--- config.mk ---
export PLATFORM = sky130hd
export DESIGN_NAME = k2_order_rw_ctrl_flat
export DESIGN_NICKNAME = d
export VERILOG_FILES = /design/src/rtl/ntt_k2_pkg.sv /design/src/rtl/k2_order_rw_ctrl_if.sv /design/src/rtl/k2_addr_delay_line.sv /design/src/rtl/k2_order_rw_ctrl.sv /design/src/flat_wrapper.sv
export SDC_FILE = /design/constraint.sdc
export NUM_CORES = 1
export LEC_CHECK = 0
export CAP_MARGIN = 0
export CORE_MARGIN = 2
export CORE_UTILIZATION = 25
export CTS_CLUSTER_SIZE = 40
export DETAILED_ROUTE_END_ITERATION = 8
export GPL_ROUTABILITY_DRIVEN = 0
export PLACE_DENSITY = 0.54
export SETUP_SLACK_MARGIN = 0.2
export SYNTH_ARGS = -nofsm -noshare
export SYNTH_HDL_FRONTEND = slang
export SYNTH_SLANG_ARGS = --single-unit
export TNS_END_PERCENT = 5
--- constraint.sdc ---
create_clock -name clk -period 2.5 [get_ports clk]
set_input_delay 0.5 -clock clk [delete_from_list [all_inputs] [get_ports clk]]
set_output_delay 0.5 -clock clk [all_outputs]
set_load 0.02 [all_outputs]
--- src/rtl/ntt_k2_pkg.sv ---
// Shared types for the k2 (radix-2) order consumer: FSM states, the delay-line entry and default latencies.
// `D_width sets the AGU address width; it defaults to 6 when the build does not provide it.
`ifndef D_width
`define D_width 6
`endif

package ntt_k2_pkg;

  localparam int K2_D_WIDTH    = `D_width;
  localparam int K2_IDX_W      = K2_D_WIDTH - 1;
  localparam int K2_MEM_RD_LAT = 1;
  localparam int K2_BF_LAT     = 4;
  localparam int L             = K2_MEM_RD_LAT + K2_BF_LAT;

  typedef enum logic [1:0] {
    ST_IDLE  = 2'd0,
    ST_RUN   = 2'd1,
    ST_DRAIN = 2'd2
  } k2_state_e;

  // One in-flight butterfly pair: bank rows for both halves plus a valid flag.
  typedef struct packed {
    logic                valid;
    logic [K2_IDX_W-1:0] idx_0;
    logic [K2_IDX_W-1:0] idx_1;
  } k2_pair_t;

endpackage

--- src/rtl/k2_order_rw_ctrl_if.sv ---
// AGU-side and memory-side signals of the k2 order consumer.
// master = the controller, slave = the AGU / memory / butterfly environment.
interface k2_order_rw_ctrl_if
  import ntt_k2_pkg::*;
#(
  parameter int D_WIDTH = K2_D_WIDTH
) ();

  logic               agu_enable;
  logic               agu_out_en;
  logic [D_WIDTH-1:0] order_0;
  logic [D_WIDTH-1:0] order_1;
  logic               agu_done;
  logic               rd_en;
  logic [D_WIDTH-2:0] rd_idx_0;
  logic [D_WIDTH-2:0] rd_idx_1;
  logic               bf_in_valid;
  logic               wr_en;
  logic [D_WIDTH-2:0] wr_idx_0;
  logic [D_WIDTH-2:0] wr_idx_1;

  modport master (
    input  agu_out_en, order_0, order_1, agu_done,
    output agu_enable, rd_en, rd_idx_0, rd_idx_1, bf_in_valid,
           wr_en, wr_idx_0, wr_idx_1
  );

  modport slave (
    output agu_out_en, order_0, order_1, agu_done,
    input  agu_enable, rd_en, rd_idx_0, rd_idx_1, bf_in_valid,
           wr_en, wr_idx_0, wr_idx_1
  );

endinterface

--- src/rtl/k2_addr_delay_line.sv ---
// Shift register of k2 pairs, DEPTH entries deep, carrying read addresses to the write-back stage.
// Exposes the valid bit at tap TAP and an empty flag meaning "nothing valid remains after this edge".
module k2_addr_delay_line
  import ntt_k2_pkg::*;
#(
  parameter int DEPTH = L,
  parameter int TAP   = K2_MEM_RD_LAT
) (
  input  logic     clk,
  input  logic     rst,
  input  k2_pair_t din,
  output logic     tap_valid,
  output k2_pair_t dout,
  output logic     empty
);

  k2_pair_t line_q [DEPTH];
  k2_pair_t line_d [DEPTH];

  // NOTE: every variable in an always_comb gets a value on every path (default first), so no latch is inferred.
  always_comb begin
    line_d[0] = din;
    for (int i = 1; i < DEPTH; i++) begin
      line_d[i] = line_q[i-1];
    end
  end

  always_ff @(posedge clk) begin
    if (rst) begin
      // NOTE: unlike a data RAM this storage is reset, because its valid bits gate the write strobe.
      for (int i = 0; i < DEPTH; i++) begin
        line_q[i] <= '0;
      end
    end else begin
      // NOTE: non-blocking assignment so each stage captures its neighbour's pre-edge value.
      line_q <= line_d;
    end
  end

  // The last entry leaves on this edge, so only the input and the earlier entries count.
  always_comb begin
    empty = !din.valid;
    for (int i = 0; i < DEPTH - 1; i++) begin
      if (line_q[i].valid) empty = 1'b0;
    end
  end

  assign tap_valid = line_q[TAP-1].valid;
  assign dout      = line_q[DEPTH-1];

endmodule

--- src/rtl/k2_order_rw_ctrl.sv ---
// Last-stage (radix-2) NTT order consumer: accepts AGU pairs, reads both banks, writes back in place.
// Optional address checking is built only when K2_ADDR_CHECK_EN is defined; otherwise err is tied low.
module k2_order_rw_ctrl
  import ntt_k2_pkg::*;
#(
  parameter int D_WIDTH    = K2_D_WIDTH,
  parameter int N_PAIRS    = 16,
  parameter int MEM_RD_LAT = 1,
  parameter int BF_LAT     = 4
) (
  input  logic clk,
  input  logic rst,
  input  logic start,
  k2_order_rw_ctrl_if.master bus,
  output logic busy,
  output logic done,
  output logic err
);

  localparam int DEPTH = MEM_RD_LAT + BF_LAT;
  localparam int CNT_W = $clog2(N_PAIRS + 1);
  localparam logic [CNT_W-1:0] CNT_MAX  = CNT_W'(N_PAIRS);
  localparam logic [CNT_W-1:0] CNT_LAST = CNT_W'(N_PAIRS - 1);

  k2_state_e        state_q, state_d;
  logic [CNT_W-1:0] acc_cnt_q, acc_cnt_d;
  logic             done_q, done_d;
  k2_pair_t         acc_q, acc_d;
  k2_pair_t         wr_pair;
  logic             tap_valid;
  logic             line_empty;
  logic             accept;
  logic             last_accept;

  assign accept      = (state_q == ST_RUN) && bus.agu_out_en && (acc_cnt_q < CNT_MAX);
  assign last_accept = accept && (acc_cnt_q == CNT_LAST);

  always_comb begin
    state_d     = state_q;
    acc_cnt_d   = acc_cnt_q;
    done_d      = 1'b0;
    acc_d       = '0;
    unique case (state_q)
      ST_IDLE: begin
        if (start) begin
          state_d   = ST_RUN;
          acc_cnt_d = '0;
        end
      end
      ST_RUN: begin
        if (accept) begin
          acc_cnt_d = acc_cnt_q + CNT_W'(1);
          if (last_accept) state_d = ST_DRAIN;
        end
      end
      ST_DRAIN: begin
        if (line_empty) begin
          state_d = ST_IDLE;
          done_d  = 1'b1;
        end
      end
      default: state_d = ST_IDLE;
    endcase
    // Bank = address LSB, so the row for each bank is the address without it.
    if (accept) begin
      acc_d.valid = 1'b1;
      acc_d.idx_0 = bus.order_0[D_WIDTH-1:1];
      acc_d.idx_1 = bus.order_1[D_WIDTH-1:1];
    end
  end

  always_ff @(posedge clk) begin
    if (rst) begin
      state_q   <= ST_IDLE;
      acc_cnt_q <= '0;
      done_q    <= 1'b0;
      acc_q     <= '0;
    end else begin
      state_q   <= state_d;
      acc_cnt_q <= acc_cnt_d;
      done_q    <= done_d;
      acc_q     <= acc_d;
    end
  end

  k2_addr_delay_line #(
    .DEPTH (DEPTH),
    .TAP   (MEM_RD_LAT)
  ) u_delay (
    .clk       (clk),
    .rst       (rst),
    .din       (acc_q),
    .tap_valid (tap_valid),
    .dout      (wr_pair),
    .empty     (line_empty)
  );

  assign bus.agu_enable  = (state_q == ST_RUN);
  assign bus.rd_en       = acc_q.valid;
  assign bus.rd_idx_0    = acc_q.idx_0;
  assign bus.rd_idx_1    = acc_q.idx_1;
  assign bus.bf_in_valid = tap_valid;
  assign bus.wr_en       = wr_pair.valid;
  assign bus.wr_idx_0    = wr_pair.idx_0;
  assign bus.wr_idx_1    = wr_pair.idx_1;
  assign busy            = (state_q != ST_IDLE);
  assign done            = done_q;

`ifdef K2_ADDR_CHECK_EN
  logic err_q, err_d;
  logic pair_bad;
  logic early_done;

  assign pair_bad   = bus.order_0[0] || (bus.order_1 != bus.order_0 + D_WIDTH'(1));
  assign early_done = (state_q == ST_RUN) && bus.agu_done && !last_accept;

  // Sticky until reset; never feeds back into the data path.
  always_comb begin
    err_d = err_q;
    if ((accept && pair_bad) || early_done) err_d = 1'b1;
  end

  always_ff @(posedge clk) begin
    if (rst) err_q <= 1'b0;
    else     err_q <= err_d;
  end

  assign err = err_q;
`else
  logic unused_chk;
  assign unused_chk = ^{bus.agu_done, bus.order_0[0], bus.order_1[0]};
  assign err        = 1'b0;
`endif

endmodule

--- src/flat_wrapper.sv ---
// flat-port wrapper written by rule: the top's interface ports become plain ports
module k2_order_rw_ctrl_flat import ntt_k2_pkg::*;
#(
  parameter int D_WIDTH    = K2_D_WIDTH,
  parameter int N_PAIRS    = 16,
  parameter int MEM_RD_LAT = 1,
  parameter int BF_LAT     = 4
)
  (clk, rst, start, busy, done, err, bus_agu_out_en, bus_order_0, bus_order_1, bus_agu_done, bus_agu_enable, bus_rd_en, bus_rd_idx_0, bus_rd_idx_1, bus_bf_in_valid, bus_wr_en, bus_wr_idx_0, bus_wr_idx_1);
  k2_order_rw_ctrl_if #(.D_WIDTH(D_WIDTH)) bus_i ();
  input  logic clk;
  input  logic rst;
  input  logic start;
  output logic busy;
  output logic done;
  output logic err;
  input wire logic [$bits(bus_i.agu_out_en)-1:0] bus_agu_out_en;
  input wire logic [$bits(bus_i.order_0)-1:0] bus_order_0;
  input wire logic [$bits(bus_i.order_1)-1:0] bus_order_1;
  input wire logic [$bits(bus_i.agu_done)-1:0] bus_agu_done;
  output wire logic [$bits(bus_i.agu_enable)-1:0] bus_agu_enable;
  output wire logic [$bits(bus_i.rd_en)-1:0] bus_rd_en;
  output wire logic [$bits(bus_i.rd_idx_0)-1:0] bus_rd_idx_0;
  output wire logic [$bits(bus_i.rd_idx_1)-1:0] bus_rd_idx_1;
  output wire logic [$bits(bus_i.bf_in_valid)-1:0] bus_bf_in_valid;
  output wire logic [$bits(bus_i.wr_en)-1:0] bus_wr_en;
  output wire logic [$bits(bus_i.wr_idx_0)-1:0] bus_wr_idx_0;
  output wire logic [$bits(bus_i.wr_idx_1)-1:0] bus_wr_idx_1;
  assign bus_i.agu_out_en = bus_agu_out_en;
  assign bus_i.order_0 = bus_order_0;
  assign bus_i.order_1 = bus_order_1;
  assign bus_i.agu_done = bus_agu_done;
  assign bus_agu_enable = bus_i.agu_enable;
  assign bus_rd_en = bus_i.rd_en;
  assign bus_rd_idx_0 = bus_i.rd_idx_0;
  assign bus_rd_idx_1 = bus_i.rd_idx_1;
  assign bus_bf_in_valid = bus_i.bf_in_valid;
  assign bus_wr_en = bus_i.wr_en;
  assign bus_wr_idx_0 = bus_i.wr_idx_0;
  assign bus_wr_idx_1 = bus_i.wr_idx_1;
  k2_order_rw_ctrl #(.D_WIDTH(D_WIDTH), .N_PAIRS(N_PAIRS), .MEM_RD_LAT(MEM_RD_LAT), .BF_LAT(BF_LAT)) u_core (.clk(clk), .rst(rst), .start(start), .bus(bus_i), .busy(busy), .done(done), .err(err));
endmodule
# After elaboration in Yosys (flattened, before gate mapping)
# Index checks and enable logic that the tools add are counted.
[totals]
reg_bits = 74
in_bits = 17
output_inout_bits = 27
elab_cells = 57
[op_classes]
n_addsub = 1
n_lt_le_gt_ge = 1
eq_ne = 7
mux = 14
n_bitwise = 2
reduce_logical = 11
[op_table]
columns = ["cell", "count"]
rows = [
  ["$mux W11", 1],
  ["$mux W5", 2],
  ["$pmux W5 S2", 1],
  ["$mux W2", 4],
  ["$ne A2 B1 Y1 const B", 3],
  ["$pmux W2 S3", 1],
  ["$add A5 B1 Y5 const B", 1],
  ["$eq A5 B4 Y1 const B", 1],
  ["$lt A5 B5 Y1 const B", 1],
  ["$mux W1", 5],
  ["$reduce_and A4 Y1", 1],
  ["$reduce_bool A2 Y1", 2],
  ["$reduce_or A2 Y1", 2],
  ["$logic_and A1 B1 Y1", 3],
  ["$reduce_and A3 Y1", 1],
  ["$eq A2 B1 Y1 const B", 1],
  ["$eq A2 B2 Y1 const B", 1],
  ["$logic_not A2 Y1", 1],
  ["$ne A2 B2 Y1 const B", 1],
  ["$not A1 Y1", 2],
  ["$logic_not A1 Y1", 1],
]

# Depth between registers and ports, before layout
# Gate-level depths: netlist (run 1).
[depth]
depth_word = 7
depth_mapped = 6

# Hierarchy
# Synthesis (run 1) repeated with hierarchy kept, for this count alone.
[unflattened]
cells_unflattened = 180
hier_area_um2 = 2182.1
[by_module_without_submodules]
columns = ["module", "instances", "cells_each", "area_per_inst_um2"]
rows = [
  ["k2_addr_delay_line", 1, 118, 1488.9],
  ["k2_order_rw_ctrl", 1, 62, 693.2],
]

# Worst setup path after synthesis (run 1)
# Ideal clock, no wire load.
[synth_path]
path_type = "input -> register"
startpoint = "input port rst"
endpoint = "register u_core.state_q[1]"
arrival_ns = 1.216
t_required_ns = 2.379
path_slack_ns = 1.163
path_stages = 5
path_buffers = 2
path_cell_list = "clkbuf_1 > clkbuf_1 > nor3b_1 > nand4_1 > o21ai_0"
[synth_rtl]
columns = ["element", "line", "text"]
rows = [
  ["start: declaration", "flat_wrapper.sv:12", "input logic rst;"],
  ["end signal: assignment", "k2_order_rw_ctrl.sv:79", "state_q <= state_d;"],
  ["end: declaration", "k2_order_rw_ctrl.sv:25", "k2_state_e state_q, state_d;"],
]

# Final worst setup path (run 1)
[layout_path]
startpoint = "register u_core.state_q[0]"
endpoint = "output port busy"
[layout_via]
elab_chain_cells = 1
[layout_lines]
columns = ["element", "line", "text"]
rows = [
  ["$reduce_bool A2 Y1", "k2_order_rw_ctrl.sv:106", "assign busy = (state_q != ST_IDLE);"],
  ["end: declaration", "flat_wrapper.sv:14", "output logic busy;"],
]
# No other way between the ends.

==> results of run 1 <==
[cell type report]
| cell class | count | area (sq um) | area share [%] |
|---|---|---|---|
| well taps | 108 | 135 | 4.69 |
| repair buffers | 41 | 400 | 13.9 |
| clock inverters | 2 | 60.1 | 2.09 |
| clock buffers | 12 | 165 | 5.73 |
| flip-flops and latches | 74 | 1480 | 51.4 |
| inverters | 3 | 11.3 | 0.391 |
| multi-input cells | 100 | 627 | 21.8 |
[per-layer routing]
layer  routed length [um]  up-vias  part of all wire (%)  global-route usage, %
met1                 1450      530                    48                   7.06
li1                     -      666                     -                      -
met3                  202        9                   6.7                   3.26
met4                   75        0                   2.5                   5.69
met2                 1290       31                    43                   9.42
met5                    0        -                     0                      0
[layout by cell type, fill, tap and decap left out, types with 3 or more instances in the layout]
| master | n |
|---|---|
| nor2_1 | 4 |
| inv_1 | 3 |
| nor2b_1 | 56 |
| or3_1 | 3 |
| clkdlybuf4s50_1 | 38 |
| clkbuf_8 | 12 |
| dfxtp_1 | 74 |
| and2_1 | 10 |
| nand2_1 | 3 |
| o21ai_0 | 5 |
[kinds of logic (layout without fill, tap and decap cells)]
group | Yosys count | count (layout) | share of synthesized area [%]
AND/OR/NAND/NOR | 88 | 88 | 24.2
flip-flops | 74 | 74 | 66.2
buffers and inverters | 23 | 58 | 5.81
AO/OA/AOI/OAI | 9 | 9 | 2.52
adder cells (fa/ha/maj) | 2 | 2 | 1.12
other | 1 | 1 | 0.168
[per-stage QoR]
| stage | power, mW | std cells | area [sq um] | hold WS, ns |
|---|---|---|---|---|
| finish | 2.29 | 340 | 2880 | 0.434 |
| floorplan | 1.27 | 197 | 2240 | 0.414 |
| global placement | 1.30 | 326 | 2660 | 0.420 |
| detailed placement | 1.31 | 326 | 2660 | 0.424 |
| CTS | 2.34 | 340 | 2880 | 0.436 |
| global route | 2.38 | 340 | 2880 | 0.452 |
[power by group through the flow]
stage	combinational, mW	clock [mW]	sequential, mW
after CTS	0.0823	1.06	1.20
after detailed placement	0.0820	0	1.22
after global routing	0.0886	1.09	1.20
after floorplan	0.0482	0	1.22
final	0.0805	1.01	1.20
after global placement	0.0810	0	1.22
[registers in the layout, indices dropped and copies added, names as in the netlist]
name and flops:
u_core.done 1, u_core.bus.rd_idx_1 5, u_core.u_delay.tap_valid 1, u_core.bus.rd_en 1, u_core.acc_cnt_q 5, u_core.u_delay.dout 11, u_core.bus.rd_idx_0 5, u_core.state_q 2
u_core.u_delay.line_d 43
[how the worst min path moves through the flow]
stage                                endpoint  slack [ns]  depth (start not counted)
floorplan              u_core.u_delay.dout[0]        0.41                          1
global placement     u_core.u_delay.line_d[5]        0.42                          1
detailed placement     u_core.u_delay.dout[6]        0.42                          1
CTS                  u_core.u_delay.line_d[4]        0.44                          1
global route        u_core.u_delay.line_d[23]        0.45                          1
finish               u_core.u_delay.line_d[4]        0.43                          1
==> flow_metrics.env, run 1 <==
export IMPL_grt_overflow=0
export IMPL_p_int_mw=1.86
export IMPL_yosysSeqAreaShare_pct=66.2
export IMPL_post_place_ws_ns=0.460
export IMPL_cts_sinks=74
export IMPL_yosysTopAreaCellShare_pct=66.2
export IMPL_netlist_top_cells_count="dfxtp_1, nor2b_1, buf_4"
export IMPL_antennaDiodeCount=0
export IMPL_slowest_stage="clkdlybuf4s50_1"
export IMPL_cp_arrival_ns=1.54
export IMPL_vias_per_cell=3.64
export IMPL_crit_family="buffers and inverters"
export IMPL_worstPathMaxFanout=8
export IMPL_drc=0
export IMPL_pwr_share_seq_pct=52.2
export IMPL_status="complete, no violations"
export IMPL_grt_usage_pct=6.54
export IMPL_hpwl_mm=1.97
export IMPL_dr_pass1_iters=3
export IMPL_grt_pass1_wl_mm=4.80
export IMPL_synth_seq_cells=74
export IMPL_synth_top_cell_by_area="dfxtp_1"
export IMPL_hold_class="reg -> reg"
export IMPL_criticalPathCategory="reg -> out"
export IMPL_fin_crit_ns=2.04
export IMPL_worst_r2r_endpoint="u_core.bus.rd_idx_0[4]"
export IMPL_yosys_most_used_dff="dfxtp_1"
export IMPL_cts_resized_gates=0
export IMPL_post_cts_buffers=0
export IMPL_max_freq_mhz=491
export IMPL_drv_cap=0
export IMPL_detail_route_antenna_nets=0
export IMPL_end_kind="output port"
export IMPL_rsz0062_at_grt="no"
export IMPL_worstSetupStartpoint="u_core.state_q[0]"
export IMPL_slowest_delay_ns=0.53
export IMPL_clockBufferDepth=2
export IMPL_final_util_pct=33.0
export IMPL_reg2reg_slack_ns=1.02
export IMPL_clkLatencyLatePin_ns=0.33
export IMPL_cp_num_cells=2
export IMPL_finalClockSkew_ns=0.00558
export IMPL_layout_drive_gt1_share_pct=8.62
export IMPL_die_x_um=98.6
export IMPL_cts_tree="yes"
export IMPL_worst_r2r_path_depth=4
export IMPL_via_count=1236
export IMPL_pwr_share_comb_pct=3.5
export IMPL_postSynth_asyncResetShare_pct=0
export IMPL_avgSynthCellArea_sq_um=11.4
export IMPL_clk_pin_slew_worst_paths_ns=0.07
export IMPL_synth_cell_types=28
export IMPL_cp_cell_sequence="or2_2, clkdlybuf4s50_1"
export IMPL_htree_levels=3
export IMPL_die_area_sq_um=9730
export IMPL_cts_hold_buf=0
export IMPL_syn_inst=197
export IMPL_wl_mm=3.01
export IMPL_clkPwrFrac_pct=44.3
export IMPL_die_h_um=98.6
export IMPL_synth_warnings=0
export IMPL_reg2reg_from="u_core.state_q[0]"
export IMPL_syn_num_nets=216
export IMPL_cp_required_ns=2.00
export IMPL_switching_share_pct=18.7
export IMPL_fill_cells=879
export IMPL_antenna_found_initial=0
export IMPL_synth_edf_count=0
export IMPL_clockRootBuffer="clkbuf_8"
export IMPL_cts_made_buffers=9
export IMPL_syn_area_sq_um=2240
export IMPL_hold_viol_final=0
export IMPL_power_density_nw_per_um2=796
export IMPL_worstSetupEndpoint="busy"
export IMPL_start_util_pct=25.7
export IMPL_grt_max_degree=39
export IMPL_placement_rows=34
export IMPL_fin_crit_sh_pct=81.5
export IMPL_area_growth_synth_to_final_pct=28.7
export IMPL_ir_drop_mv=0.271
export IMPL_drv_slew=0
export IMPL_ys_top_cells_by_area="dfxtp_1, nor2b_1, buf_4, and2_1, clkbuf_1"
export IMPL_power_switching_mw=0.428
export IMPL_hold_start="u_core.u_delay.line_d[15]"
export IMPL_coreArea_sq_um=8720
export IMPL_setup_slack_ns=0.462
export IMPL_grt_pass1_vias=1115
export IMPL_pin_count=44
export IMPL_layout_nets=248
export IMPL_drt_initial_drc_count=33
export IMPL_p_leak_nw=1.09
export IMPL_tns_ns=0
export IMPL_numPortBuffers=39
export IMPL_wl_per_cell_um=8.86
export IMPL_setup_violations=0
export IMPL_cp_buffers_inverters=1
export IMPL_yosysMostFrequentCell="dfxtp_1"
export IMPL_cp_start_kind="flip-flop"
Power figures use the tool's default switching activity.
==> run 2, diff against run 1 <==
clock period = 2.1 ns   (was 2.5 ns; I/O delays follow)
==> run 2 against run 1 <==
Compared with the run above:
- worst hold slack lost 0.026 ns
- sequential share of layout area rose by 0.16 points
- utilization is 0.072 points lower
- largest power group unchanged
- highest routed layer unchanged
==> flow_metrics.env, run 2 (same netlist as run 1, synthesis figures left out) <==
export IMPL_grt_usage_pct=6.63
export IMPL_fin_total_pwr_mw=2.69
export IMPL_fin_crit_sh_pct=83.0
export IMPL_hold_viol_final=0
export IMPL_largest_reg_flops=43
export IMPL_hold_class="in -> reg"
export IMPL_grt_pass1_wl_mm=4.85
export IMPL_drc=0
export IMPL_cp_cell_sequence="clkdlybuf4s50_1"
export IMPL_wl_mm=2.95
export IMPL_placement_rows=34
export IMPL_antennaDiodeCount=0
export IMPL_grt_max_degree=51
export IMPL_status="complete, no violations"
export IMPL_post_cts_buffers=0
export IMPL_area_growth_synth_to_final_pct=28.4
export IMPL_max_freq_mhz=574
export IMPL_tns_ns=0
export IMPL_cp_start_kind="flip-flop"
export IMPL_drt_initial_drc_count=28
export IMPL_finalClockSkew_ns=0.00463
export IMPL_pin_count=44
export IMPL_criticalPathCategory="reg -> out"
export IMPL_clockRootBuffer="clkbuf_8"
export IMPL_cts_tree="yes"
export IMPL_die_h_um=98.6
export IMPL_drv_slew=0
export IMPL_cts_sinks=74
export IMPL_clk_pin_slew_worst_paths_ns=0.07
export IMPL_setup_violations=0
export IMPL_vias_per_cell=3.58
export IMPL_grt_pass1_vias=1137
export IMPL_wl_per_cell_um=8.65
export IMPL_die_x_um=98.6
export IMPL_via_count=1221
export IMPL_end_kind="output port"
export IMPL_final_common_cell="dfxtp_1"
export IMPL_cts_hold_buf=0
export IMPL_slowest_delay_ns=0.62
export IMPL_numPortBuffers=39
export IMPL_antenna_found_initial=0
export IMPL_dr_pass1_iters=4
export IMPL_worstPathMaxFanout=4
export IMPL_rsz0062_at_grt="no"
export IMPL_coreArea_sq_um=8720
export IMPL_hpwl_mm=1.86
export IMPL_p_leak_nw=1.11
export IMPL_setup_slack_ns=0.357
export IMPL_worst_r2r_path_depth=3
export IMPL_holdPathStages=2
export IMPL_cp_buffers_inverters=1
export IMPL_layout_common_cells="dfxtp_1, nor2b_1, clkdlybuf4s50_1"
export IMPL_crit_family="buffers and inverters"
export IMPL_slowest_stage="clkdlybuf4s50_1"
export IMPL_layout_nets=248
export IMPL_clockBufferDepth=2
export IMPL_htree_levels=3
export IMPL_cp_arrival_ns=1.32
export IMPL_clkLatencyLatePin_ns=0.34
export IMPL_post_place_ws_ns=0.168
export IMPL_layout_drive_gt1_share_pct=9.44
export IMPL_cts_made_buffers=9
export IMPL_grt_overflow=0
export IMPL_start_util_pct=25.7
export IMPL_ir_drop_mv=0.309
export IMPL_fin_crit_ns=1.74
export IMPL_fill_cells=862
export IMPL_cp_num_cells=1
export IMPL_cp_required_ns=1.68
export IMPL_die_area_sq_um=9730
export IMPL_detail_route_antenna_nets=0
export IMPL_drv_cap=0
export IMPL_power_density_nw_per_um2=936
-- run 2: cell types whose count changed in the layout (fill, tap and decap cells not counted) --
cell | previous run | this run
dfxtp_2 | 0 | 1
clkdlybuf4s50_1 | 38 | 36
clkinv_4 | 0 | 1
clkinv_2 | 0 | 2
dlygate4sd2_1 | 0 | 1
clkbuf_8 | 12 | 10
dlymetal6s2s_1 | 0 | 1
dfxtp_1 | 74 | 73
-- run 2: through the flow --
step | instances | util [%] | hold WS (ns) | cell area, sq um
global placement | 326 | 30.4 | 0.419 | 2660
detailed placement | 326 | 30.4 | 0.421 | 2660
finish | 341 | 33.0 | 0.408 | 2870
floorplan | 197 | - | 0.414 | 2240
global route | 341 | 33.0 | 0.411 | 2870
CTS | 341 | 32.9 | 0.394 | 2870
-- run 2: worst paths after layout --
check / from / end / slack (ns)
max: u_core.u_delay.tap_valid / bus_bf_in_valid / 0.36
min: rst / u_core.acc_cnt_q[4] / 0.41
max reg2reg: u_core.state_q[1] / u_core.acc_cnt_q[3] / 0.66
min reg2reg: u_core.u_delay.line_d[31] / u_core.u_delay.line_d[20] / 0.43
-- run 2: cell type report --
type / instances / area (sq um) / share of cell area (%)
Clock buffer: 10 / 138 / 4.79
Timing Repair Buffer: 41 / 402 / 14.0
Sequential cell: 74 / 1480 / 51.6
Inverter: 3 / 11.3 / 0.392
Clock inverter: 5 / 78.8 / 2.74
Multi-Input combinational cell: 100 / 627 / 21.8
Tap cell: 108 / 135 / 4.70
-- run 2: power by group --
| group | switching, mW | leakage [nW] | internal (mW) |
|---|---|---|---|
| Clock | 0.480 | 0.112 | 0.692 |
| Combinational | 0.0466 | 0.397 | 0.0480 |
| Sequential | 0.00761 | 0.598 | 1.42 |
-- run 2: per-layer routing --
| layer | track usage (%) | up-vias | share of wire (%) |
|---|---|---|---|
| met5 | 0 | - | 0 |
| met3 | 3.76 | 6 | 8.7 |
| met2 | 9.63 | 39 | 42 |
| met1 | 6.86 | 508 | 47 |
| li1 | - | 668 | - |
| met4 | 5.69 | 0 | 2.3 |
-- run 2: timing repair --
item                       CTS  global route
setup endpoints to repair    2             1
cloned                       0             0
resized for setup            1             2
==> run 3, diff against run 2 <==
clock period = 1.7 ns   (was 2.1 ns; I/O delays follow)
==> run 3 against run 2 <==
Compared with the run above:
- via count grew 1.1%
- critical path depth grew 1
- die area is the same
- critical path type unchanged
- largest cell class unchanged
- highest routed layer unchanged
==> flow_metrics.env, run 3 (same netlist as run 1, synthesis figures left out) <==
export IMPL_largest_reg_flops=43
export IMPL_start_util_pct=25.7
export IMPL_pwr_share_comb_pct=3.9
export IMPL_drc=0
export IMPL_post_cts_buffers=0
export IMPL_cp_arrival_ns=1.30
export IMPL_setup_violations=0
export IMPL_vias_per_cell=3.58
export IMPL_clkLatencyLatePin_ns=0.34
export IMPL_numPortBuffers=39
export IMPL_die_h_um=98.6
export IMPL_fin_crit_ns=1.64
export IMPL_grt_usage_pct=6.86
export IMPL_fin_total_pwr_mw=3.19
export IMPL_cp_required_ns=1.36
export IMPL_area_growth_synth_to_final_pct=28.8
export IMPL_clockBufferDepth=2
export IMPL_worstPathMaxFanout=7
export IMPL_post_place_ws_ns=-0.0109
export IMPL_p_leak_nw=1.11
export IMPL_drv_cap=0
export IMPL_cts_tree="yes"
export IMPL_pin_count=44
export IMPL_layout_drive_gt1_share_pct=10.5
export IMPL_rsz0062_at_grt="yes"
export IMPL_grt_max_degree=51
export IMPL_max_freq_mhz=608
export IMPL_stdcell_count=345
export IMPL_placement_rows=34
export IMPL_dpl_cell_area_sq_um=2690
export IMPL_wl_per_cell_um=9.06
export IMPL_criticalPathCategory="reg -> out"
export IMPL_hold_viol_final=0
export IMPL_wl_mm=3.12
export IMPL_fin_crit_sh_pct=96.7
export IMPL_end_kind="output port"
export IMPL_power_switching_mw=0.697
export IMPL_layout_common_cells="dfxtp_1, nor2b_1, clkdlybuf4s50_1"
export IMPL_stdcell_area_sq_um=2880
export IMPL_detail_route_antenna_nets=0
export IMPL_holdPathStages=2
export IMPL_pwr_share_seq_pct=55.1
export IMPL_coreArea_sq_um=8720
export IMPL_die_area_sq_um=9730
export IMPL_cp_start_kind="flip-flop"
export IMPL_cts_made_buffers=9
export IMPL_hold_class="in -> reg"
export IMPL_power_density_nw_per_um2=1110
export IMPL_via_count=1234
export IMPL_grt_pass1_wl_mm=5.02
export IMPL_ir_drop_mv=0.353
export IMPL_seqCellArea_sq_um=1480
export IMPL_dp_cells=329
export IMPL_die_x_um=98.6
export IMPL_hold_start="rst"
export IMPL_p_int_mw=2.49
export IMPL_clockRootBuffer="clkbuf_8"
export IMPL_switching_share_pct=21.8
export IMPL_worstSetupStartpoint="u_core.state_q[1]"
export IMPL_htree_levels=3
export IMPL_cts_sinks=74
export IMPL_final_common_cell="dfxtp_1"
export IMPL_hpwl_mm=1.94
export IMPL_finalClockSkew_ns=0.00922
export IMPL_clk_pin_slew_worst_paths_ns=0.07
export IMPL_worst_r2r_path_depth=5
export IMPL_reg2reg_from="u_core.acc_cnt_q[0]"
export IMPL_drv_slew=0
export IMPL_grt_pass1_vias=1126
export IMPL_grt_overflow=0
export IMPL_drt_initial_drc_count=25
export IMPL_antenna_found_initial=0
export IMPL_clkPwrFrac_pct=41.0
export IMPL_multi_input_area_sq_um=627
export IMPL_layout_nets=251
export IMPL_setup_slack_ns=0.0563
export IMPL_status="complete, no violations"
export IMPL_fill_cells=881
export IMPL_antennaDiodeCount=0
export IMPL_dr_pass1_iters=4
[run 3: changes by cell type in the layout (fill, tap and decap cells not counted), sizes merged]
cell / change
clkinv: -2
dlygate4sd2: +2
bufinv: -1
buf: +3
clkdlybuf4s50: -2
clkinvlp: +3
inv: +1
[run 3: stage by stage]
stage	hold slack, ns	util (%)	setup TNS [ns]
global placement	0.419	30.8	0
global route	0.355	33.1	0
detailed placement	0.421	30.8	-0.0162
CTS	0.337	33.0	0
floorplan	0.414	-	0
finish	0.349	33.1	0
[run 3: cell type report]
cell class / count / area share, %
Tap cell: 108 / 4.69
Clock inverter: 6 / 2.30
Clock buffer: 10 / 4.43
Timing Repair Buffer: 44 / 15.1
Sequential cell: 74 / 51.4
Inverter: 3 / 0.390
Multi-Input combinational cell: 100 / 21.7
[run 3: power by group through the flow]
stage / registers, mW / logic (mW) / clock network (mW)
finish: 1.76 / 0.125 / 1.31
global route: 1.76 / 0.137 / 1.44
CTS: 1.76 / 0.128 / 1.37
detailed placement: 1.80 / 0.130 / 0
global placement: 1.80 / 0.128 / 0
floorplan: 1.80 / 0.0709 / 0
[run 3: critical path: stages (launching register included)]
cell and delay [ns]:
dfxtp_1 0.37, or2_2 0.28, dlygate4sd2_1 0.32
[run 3: what timing repair did]
action	in CTS	in global routing
endpoints found under the setup margin	26	25
gates resized for setup	3	2
hold buffers	0	0
[run 3: final timing paths]
path	endpoint	slack (ns)
worst min register to register	u_core.u_delay.dout[5]	0.44
worst max-delay path	busy	0.06
worst min-delay path	u_core.acc_cnt_q[4]	0.35
worst max register to register	u_core.acc_cnt_q[4]	0.36
[run 3: routing by layer]
| layer | global-route usage, % | vias up | wire [um] |
|---|---|---|---|
| met4 | 6.32 | 0 | 109 |
| met3 | 3.12 | 10 | 221 |
| met2 | 9.89 | 34 | 1330 |
| met1 | 7.45 | 514 | 1460 |
| li1 | - | 676 | - |
| met5 | 0 | - | 0 |
